File: config.mk
export PLATFORM = sky130hd
export DESIGN_NAME = mem_arbiter
export DESIGN_NICKNAME = d
export VERILOG_FILES = /design/src/rtl/mem_arbiter.sv
export SDC_FILE = /design/constraint.sdc
export NUM_CORES = 1
export LEC_CHECK = 0
export BUFFER_PORTS_ARGS = -buffer_cell sky130_fd_sc_hd__buf_4
export CAP_MARGIN = 40
export CORE_MARGIN = 5
export CORE_UTILIZATION = 40
export CTS_CLUSTER_SIZE = 40
export DETAILED_ROUTE_END_ITERATION = 16
export PLACE_DENSITY = 0.73
export SKIP_CTS_REPAIR_TIMING = 1
export SLEW_MARGIN = 20
export SYNTH_ARGS = -nofsm -noshare
export SYNTH_HDL_FRONTEND = slang
export SYNTH_SLANG_ARGS = --single-unit
export TNS_END_PERCENT = 20
File: constraint.sdc
create_clock -name Clk -period 2.12 [get_ports Clk]
set_clock_uncertainty 0.05 [all_clocks]
set_input_delay 0.318 -clock Clk [delete_from_list [all_inputs] [get_ports Clk]]
set_output_delay 0.318 -clock Clk [all_outputs]
set_load 0.005 [all_outputs]
File: src/rtl/mem_arbiter.sv
// mem_arbiter: shares one SRAM between a CPU port and a DMA port using fixed-length access cycles.
// Define MEM_ARB_ROUND_ROBIN_EN for round-robin arbitration; the default is CPU priority with a DMA starvation guard.
module mem_arbiter #(
  parameter int ACC_CYCLES = 2,
  parameter int MAX_WAIT   = 8
) (
  input  logic        Clk,
  input  logic        Reset,
  input  logic        cpu_req,
  input  logic        cpu_we,
  input  logic [19:0] cpu_addr,
  input  logic [15:0] cpu_wdata,
  output logic        cpu_ack,
  output logic [15:0] cpu_rdata,
  input  logic        dma_req,
  input  logic        dma_we,
  input  logic [19:0] dma_addr,
  input  logic [15:0] dma_wdata,
  output logic        dma_ack,
  output logic [15:0] dma_rdata,
  output logic [19:0] ADDR,
  output logic [15:0] Data_to_SRAM,
  input  logic [15:0] Data_from_SRAM,
  output logic        Data_oe,
  output logic        Mem_CE,
  output logic        Mem_UB,
  output logic        Mem_LB,
  output logic        Mem_OE,
  output logic        Mem_WE,
  output logic        busy
);

  typedef enum logic [1:0] {IDLE, ACCESS, DONE} state_t;

  localparam logic [3:0] ACC_LAST = 4'(ACC_CYCLES - 1);

  state_t      r_state, w_state_next;
  logic [3:0]  r_acc_cnt, w_acc_cnt_next;
  logic        r_owner_dma, w_owner_dma_next;
  logic        r_op_we, w_op_we_next;
  logic [19:0] r_addr, w_addr_next;
  logic [15:0] r_wdata, w_wdata_next;
  logic        r_oe_n, w_oe_n_next;
  logic        r_we_n, w_we_n_next;
  logic        r_data_oe, w_data_oe_next;
  logic        r_cpu_ack, w_cpu_ack_next;
  logic        r_dma_ack, w_dma_ack_next;
  logic [15:0] r_cpu_rdata, w_cpu_rdata_next;
  logic [15:0] r_dma_rdata, w_dma_rdata_next;
  logic        r_busy;
  logic        w_arb;
  logic        w_grant_dma;

  assign w_arb = (r_state == IDLE) && (cpu_req || dma_req);

`ifdef MEM_ARB_ROUND_ROBIN_EN
  logic r_last_dma;

  // On conflict the port that did not win last time gets the bus.
  assign w_grant_dma = (cpu_req && dma_req) ? !r_last_dma : dma_req;

  always_ff @(posedge Clk) begin
    if (Reset) begin
      r_last_dma <= 1'b1;
    end else if (w_arb) begin
      r_last_dma <= w_grant_dma;
    end
  end
`else
  localparam logic [7:0] WAIT_LIM = 8'(MAX_WAIT);

  logic [7:0] r_wait;

  assign w_grant_dma = dma_req && (!cpu_req || (r_wait == WAIT_LIM));

  // Counts conflicts DMA has lost in a row; saturates rather than wrapping.
  always_ff @(posedge Clk) begin
    if (Reset) begin
      r_wait <= '0;
    end else if (w_arb && w_grant_dma) begin
      r_wait <= '0;
    end else if (w_arb && cpu_req && dma_req && (r_wait != 8'hFF)) begin
      r_wait <= r_wait + 8'd1;
    end
  end
`endif

  always_comb begin
    w_state_next     = r_state;
    w_acc_cnt_next   = r_acc_cnt;
    w_owner_dma_next = r_owner_dma;
    w_op_we_next     = r_op_we;
    w_addr_next      = r_addr;
    w_wdata_next     = r_wdata;
    w_oe_n_next      = 1'b1;
    w_we_n_next      = 1'b1;
    w_data_oe_next   = 1'b0;
    w_cpu_ack_next   = 1'b0;
    w_dma_ack_next   = 1'b0;
    w_cpu_rdata_next = r_cpu_rdata;
    w_dma_rdata_next = r_dma_rdata;
    case (r_state)
      IDLE: begin
        if (w_arb) begin
          w_state_next     = ACCESS;
          w_acc_cnt_next   = '0;
          w_owner_dma_next = w_grant_dma;
          w_op_we_next     = w_grant_dma ? dma_we    : cpu_we;
          w_addr_next      = w_grant_dma ? dma_addr  : cpu_addr;
          w_wdata_next     = w_grant_dma ? dma_wdata : cpu_wdata;
          w_oe_n_next      = w_op_we_next;
          w_we_n_next      = !w_op_we_next;
          w_data_oe_next   = w_op_we_next;
        end
      end
      ACCESS: begin
        if (r_acc_cnt == ACC_LAST) begin
          // Last strobe edge: sample read data and raise the owner's ack for DONE.
          w_state_next = DONE;
          if (!r_op_we && !r_owner_dma) w_cpu_rdata_next = Data_from_SRAM;
          if (!r_op_we && r_owner_dma)  w_dma_rdata_next = Data_from_SRAM;
          w_cpu_ack_next = !r_owner_dma;
          w_dma_ack_next = r_owner_dma;
        end else begin
          w_acc_cnt_next = r_acc_cnt + 4'd1;
          w_oe_n_next    = r_op_we;
          w_we_n_next    = !r_op_we;
          w_data_oe_next = r_op_we;
        end
      end
      DONE: begin
        w_state_next = IDLE;
      end
      default: begin
        w_state_next = IDLE;
      end
    endcase
  end

  always_ff @(posedge Clk) begin
    if (Reset) begin
      r_state     <= IDLE;
      r_acc_cnt   <= '0;
      r_owner_dma <= 1'b0;
      r_op_we     <= 1'b0;
      r_addr      <= '0;
      r_wdata     <= '0;
      r_oe_n      <= 1'b1;
      r_we_n      <= 1'b1;
      r_data_oe   <= 1'b0;
      r_cpu_ack   <= 1'b0;
      r_dma_ack   <= 1'b0;
      r_cpu_rdata <= '0;
      r_dma_rdata <= '0;
      r_busy      <= 1'b0;
    end else begin
      r_state     <= w_state_next;
      r_acc_cnt   <= w_acc_cnt_next;
      r_owner_dma <= w_owner_dma_next;
      r_op_we     <= w_op_we_next;
      r_addr      <= w_addr_next;
      r_wdata     <= w_wdata_next;
      r_oe_n      <= w_oe_n_next;
      r_we_n      <= w_we_n_next;
      r_data_oe   <= w_data_oe_next;
      r_cpu_ack   <= w_cpu_ack_next;
      r_dma_ack   <= w_dma_ack_next;
      r_cpu_rdata <= w_cpu_rdata_next;
      r_dma_rdata <= w_dma_rdata_next;
      r_busy      <= (w_state_next != IDLE);
    end
  end

  assign ADDR         = r_addr;
  assign Data_to_SRAM = r_wdata;
  assign Data_oe      = r_data_oe;
  assign Mem_OE       = r_oe_n;
  assign Mem_WE       = r_we_n;
  assign cpu_ack      = r_cpu_ack;
  assign dma_ack      = r_dma_ack;
  assign cpu_rdata    = r_cpu_rdata;
  assign dma_rdata    = r_dma_rdata;
  assign busy         = r_busy;
  assign Mem_CE       = 1'b0;
  assign Mem_UB       = 1'b0;
  assign Mem_LB       = 1'b0;

endmodule

==> impl_metrics.json <==
{
  "p_total_mw": 3.63,
  "cp_slowest_cell": "or4b_4",
  "critical-path-top-delay-family": "compound AO/OA/AOI/OAI gates",
  "cts_max_level": 3,
  "clock_latency_ps": 340,
  "fin_cells": 667,
  "drc": 0,
  "finalMaxSlewViolations": 0,
  "synth_compound_area_share_pct": 9.74,
  "stdcell_area_sq_um": 5350,
  "arrival_ps": 2210,
  "track_usage_pct": 16.5,
  "dieWidth_um": 106,
  "synth_top_family_by_area": "multiplexers",
  "rows": 35,
  "status": "complete, no violations",
  "hpwl_mm": 7.29,
  "cts_buffers": 9,
  "synth-simple-area-share_pct": 15.2,
  "synth-seq-cells": 90,
  "synthTopCellsByArea": "dfxtp_1 (49%), mux2i_1 (19%), nand2_1 (4.4%), nor2_1 (4.3%), o21ai_0 (2.9%)",
  "yosys.area.top_type": "dfxtp_1",
  "ant_nets": 0,
  "critPathKind": "reg -> reg",
  "grt_pass1_wl_mm": 15.4,
  "drtPass1Iterations": 4,
  "place_area_sq_um": 5110,
  "die-area_sq_um": 11200,
  "hold_path_class": "in -> reg",
  "dp_cells": 650,
  "core_area_sq_um": 9110,
  "antennaDiodeCount": 0,
  "num-fill-cells": 777,
  "synth_edf_count": 0,
  "via_count": 3285,
  "synth_cells": 382,
  "cts.sinks": 90,
  "p_leak_nw": 2.58,
  "p_per_area_nw_per_um2": 679,
  "setup_viol": 0,
  "drive_above_1_share_pct": 37.8,
  "viasPerCell": 4.93,
  "yosys.cell_count.top_type": "dfxtp_1",
  "synthTopCellsByCount": "dfxtp_1 (90), mux2i_1 (70), nand2_1 (43), nor2_1 (42), o21ai_0 (21)",
  "hold_viol_final": 0,
  "ys.flop_type": "dfxtp_1",
  "drt_iter0_drc": 91,
  "fmax_ghz": 0.492,
  "ys_types": 44,
  "final_net_count": 649,
  "end_kind": "flop",
  "crit_path_cell_trace": "inv_1 -> ha_1 -> or4b_4 -> o41a_4 -> buf_4 -> mux2i_1 -> o21ai_1",
  "syn_area_per_cell_sq_um": 9.62,
  "synth_warnings": 0,
  "pin_count": 171,
  "die_h_um": 106,
  "maxCapViolCount": 0,
  "ir_drop_mv": 0.377,
  "yosys.area_share.adder_pct": 1.36,
  "tritoncts": "yes",
  "antenna_found_initial": 0,
  "relSlewSlack_pct": 65.9,
  "synthArstFlopShare_pct": 0,
  "synth.area.mux_share_pct": 19.4,
  "grt_max_degree": 40,
  "worst_pin_slew_ps": 510,
  "cp.buffers_inverters": 2,
  "wirelength_mm": 9.72,
  "critical_path.max_fanout": 8,
  "period_needed_ps": 2030,
  "synth_xor_area_share_pct": 0.477,
  "worst_setup_path_start_kind": "flop",
  "cts.path.max_buffers": 2,
  "routedWlPerCell_um": 14.6,
  "worstPathRequired_ps": 2300,
  "grt_pass1_vias": 3295,
  "grt_overflow": 0,
  "numPortBuffers": 167,
  "syn_to_final_growth_pct": 45.6,
  "slowest_delay_ps": 470,
  "ys_seq_area_share_pct": 49.0,
  "syn-cell-area_sq_um": 3670,
  "finalCritPeriodShare_pct": 95.8,
  "cts-root-buf": "clkbuf_8",
  "rsz0062_at_grt": "true",
  "gp_congestion": 0.831,
  "initial_core_util_pct": 40.3,
  "clk_pin_slew_worst_paths_ps": 100,
  "netlist.area_leader.share_pct": 49.0
}
routing by layer:
| metal | wire (um) | GRT usage, % |
|---|---|---|
| met5 | 0 | 0 |
| met4 | 57 | 3.89 |
| met3 | 846 | 6.67 |
| met2 | 5010 | 29.1 |
| met1 | 3810 | 18.7 |
flip-flops by register name, indices dropped and copies added, names as in the netlist, 2 cells and up:
signal / flops
ADDR: 20
Data_to_SRAM: 16
cpu_rdata: 16
dma_rdata: 16
r_acc_cnt: 4
r_state: 2
r_wait: 8
logic make-up (layout without fill, tap and decap cells):
family	count (synthesis)	in the layout
AOI/OAI and AO/OA	62	62
xor gates and xnor gates	2	2
adders and majority gates	4	4
buffers and inverters	34	206
DFF	90	90
muxes	71	71
other	1	3
and+or+nand+nor	118	118
stage by stage:
step / setup WS, ps / TNS [ps] / util, % / hold slack [ps]
floorplan: 11.0 / 0 / - / 395
global placement: 53.3 / 0 / 56.1 / 386
detailed placement: 9.22 / 0 / 56.1 / 396
CTS: -2.19 / -3.45 / 58.3 / 145
global route: -22.7 / -55.7 / 58.7 / 143
finish: 89.5 / 0 / 58.7 / 158
path summary, 6_finish.rpt:
| kind | start | endpoint | slack (ps) | cells after the start |
|---|---|---|---|---|
| worst max-delay path | r_wait[1] | ADDR[2] | 90 | 7 |
| worst min-delay path | Data_from_SRAM[12] | dma_rdata[12] | 160 | 3 |
| worst max register to register | r_wait[1] | ADDR[2] | 90 | 7 |
| worst min register to register | ADDR[6] | ADDR[6] | 400 | 2 |
worst register-to-register path, stage by stage, from the launching register on:
cell	delay, ps
dfxtp_1	320
inv_1	50
ha_1	130
or4b_4	470
o41a_4	430
buf_4	210
mux2i_1	180
o21ai_1	80
cell type report:
class                      count  area [sq um]  share of cell area (%)
clock buffer                   9           124                    2.32
timing repair buffer         184          1450                    27.1
inverter                       6          22.5                   0.421
multi-input combinational    260          1740                    32.5
clock inverter                 7          75.1                    1.40
sequential                    90          1800                    33.7
tap                          111           139                    2.60
where the power goes:
part           switching [mW]  internal (mW)
logic                   0.260          0.350
clock network           0.628          0.552
registers              0.0557           1.79
total                   0.944           2.69
cell usage in the layout, fill, tap and decap left out, drive strengths merged, types with 4 or more instances in the layout:
| cell | n |
|---|---|
| nor3 | 6 |
| ha | 4 |
| a211oi | 4 |
| nand2 | 43 |
| mux2i | 71 |
| clkbuf | 10 |
| nor2 | 42 |
| o21ai | 40 |
| a21oi | 7 |
| buf | 183 |
| nor4 | 4 |
| inv | 8 |
| dfxtp | 90 |
(Power assumes the default switching activity.)
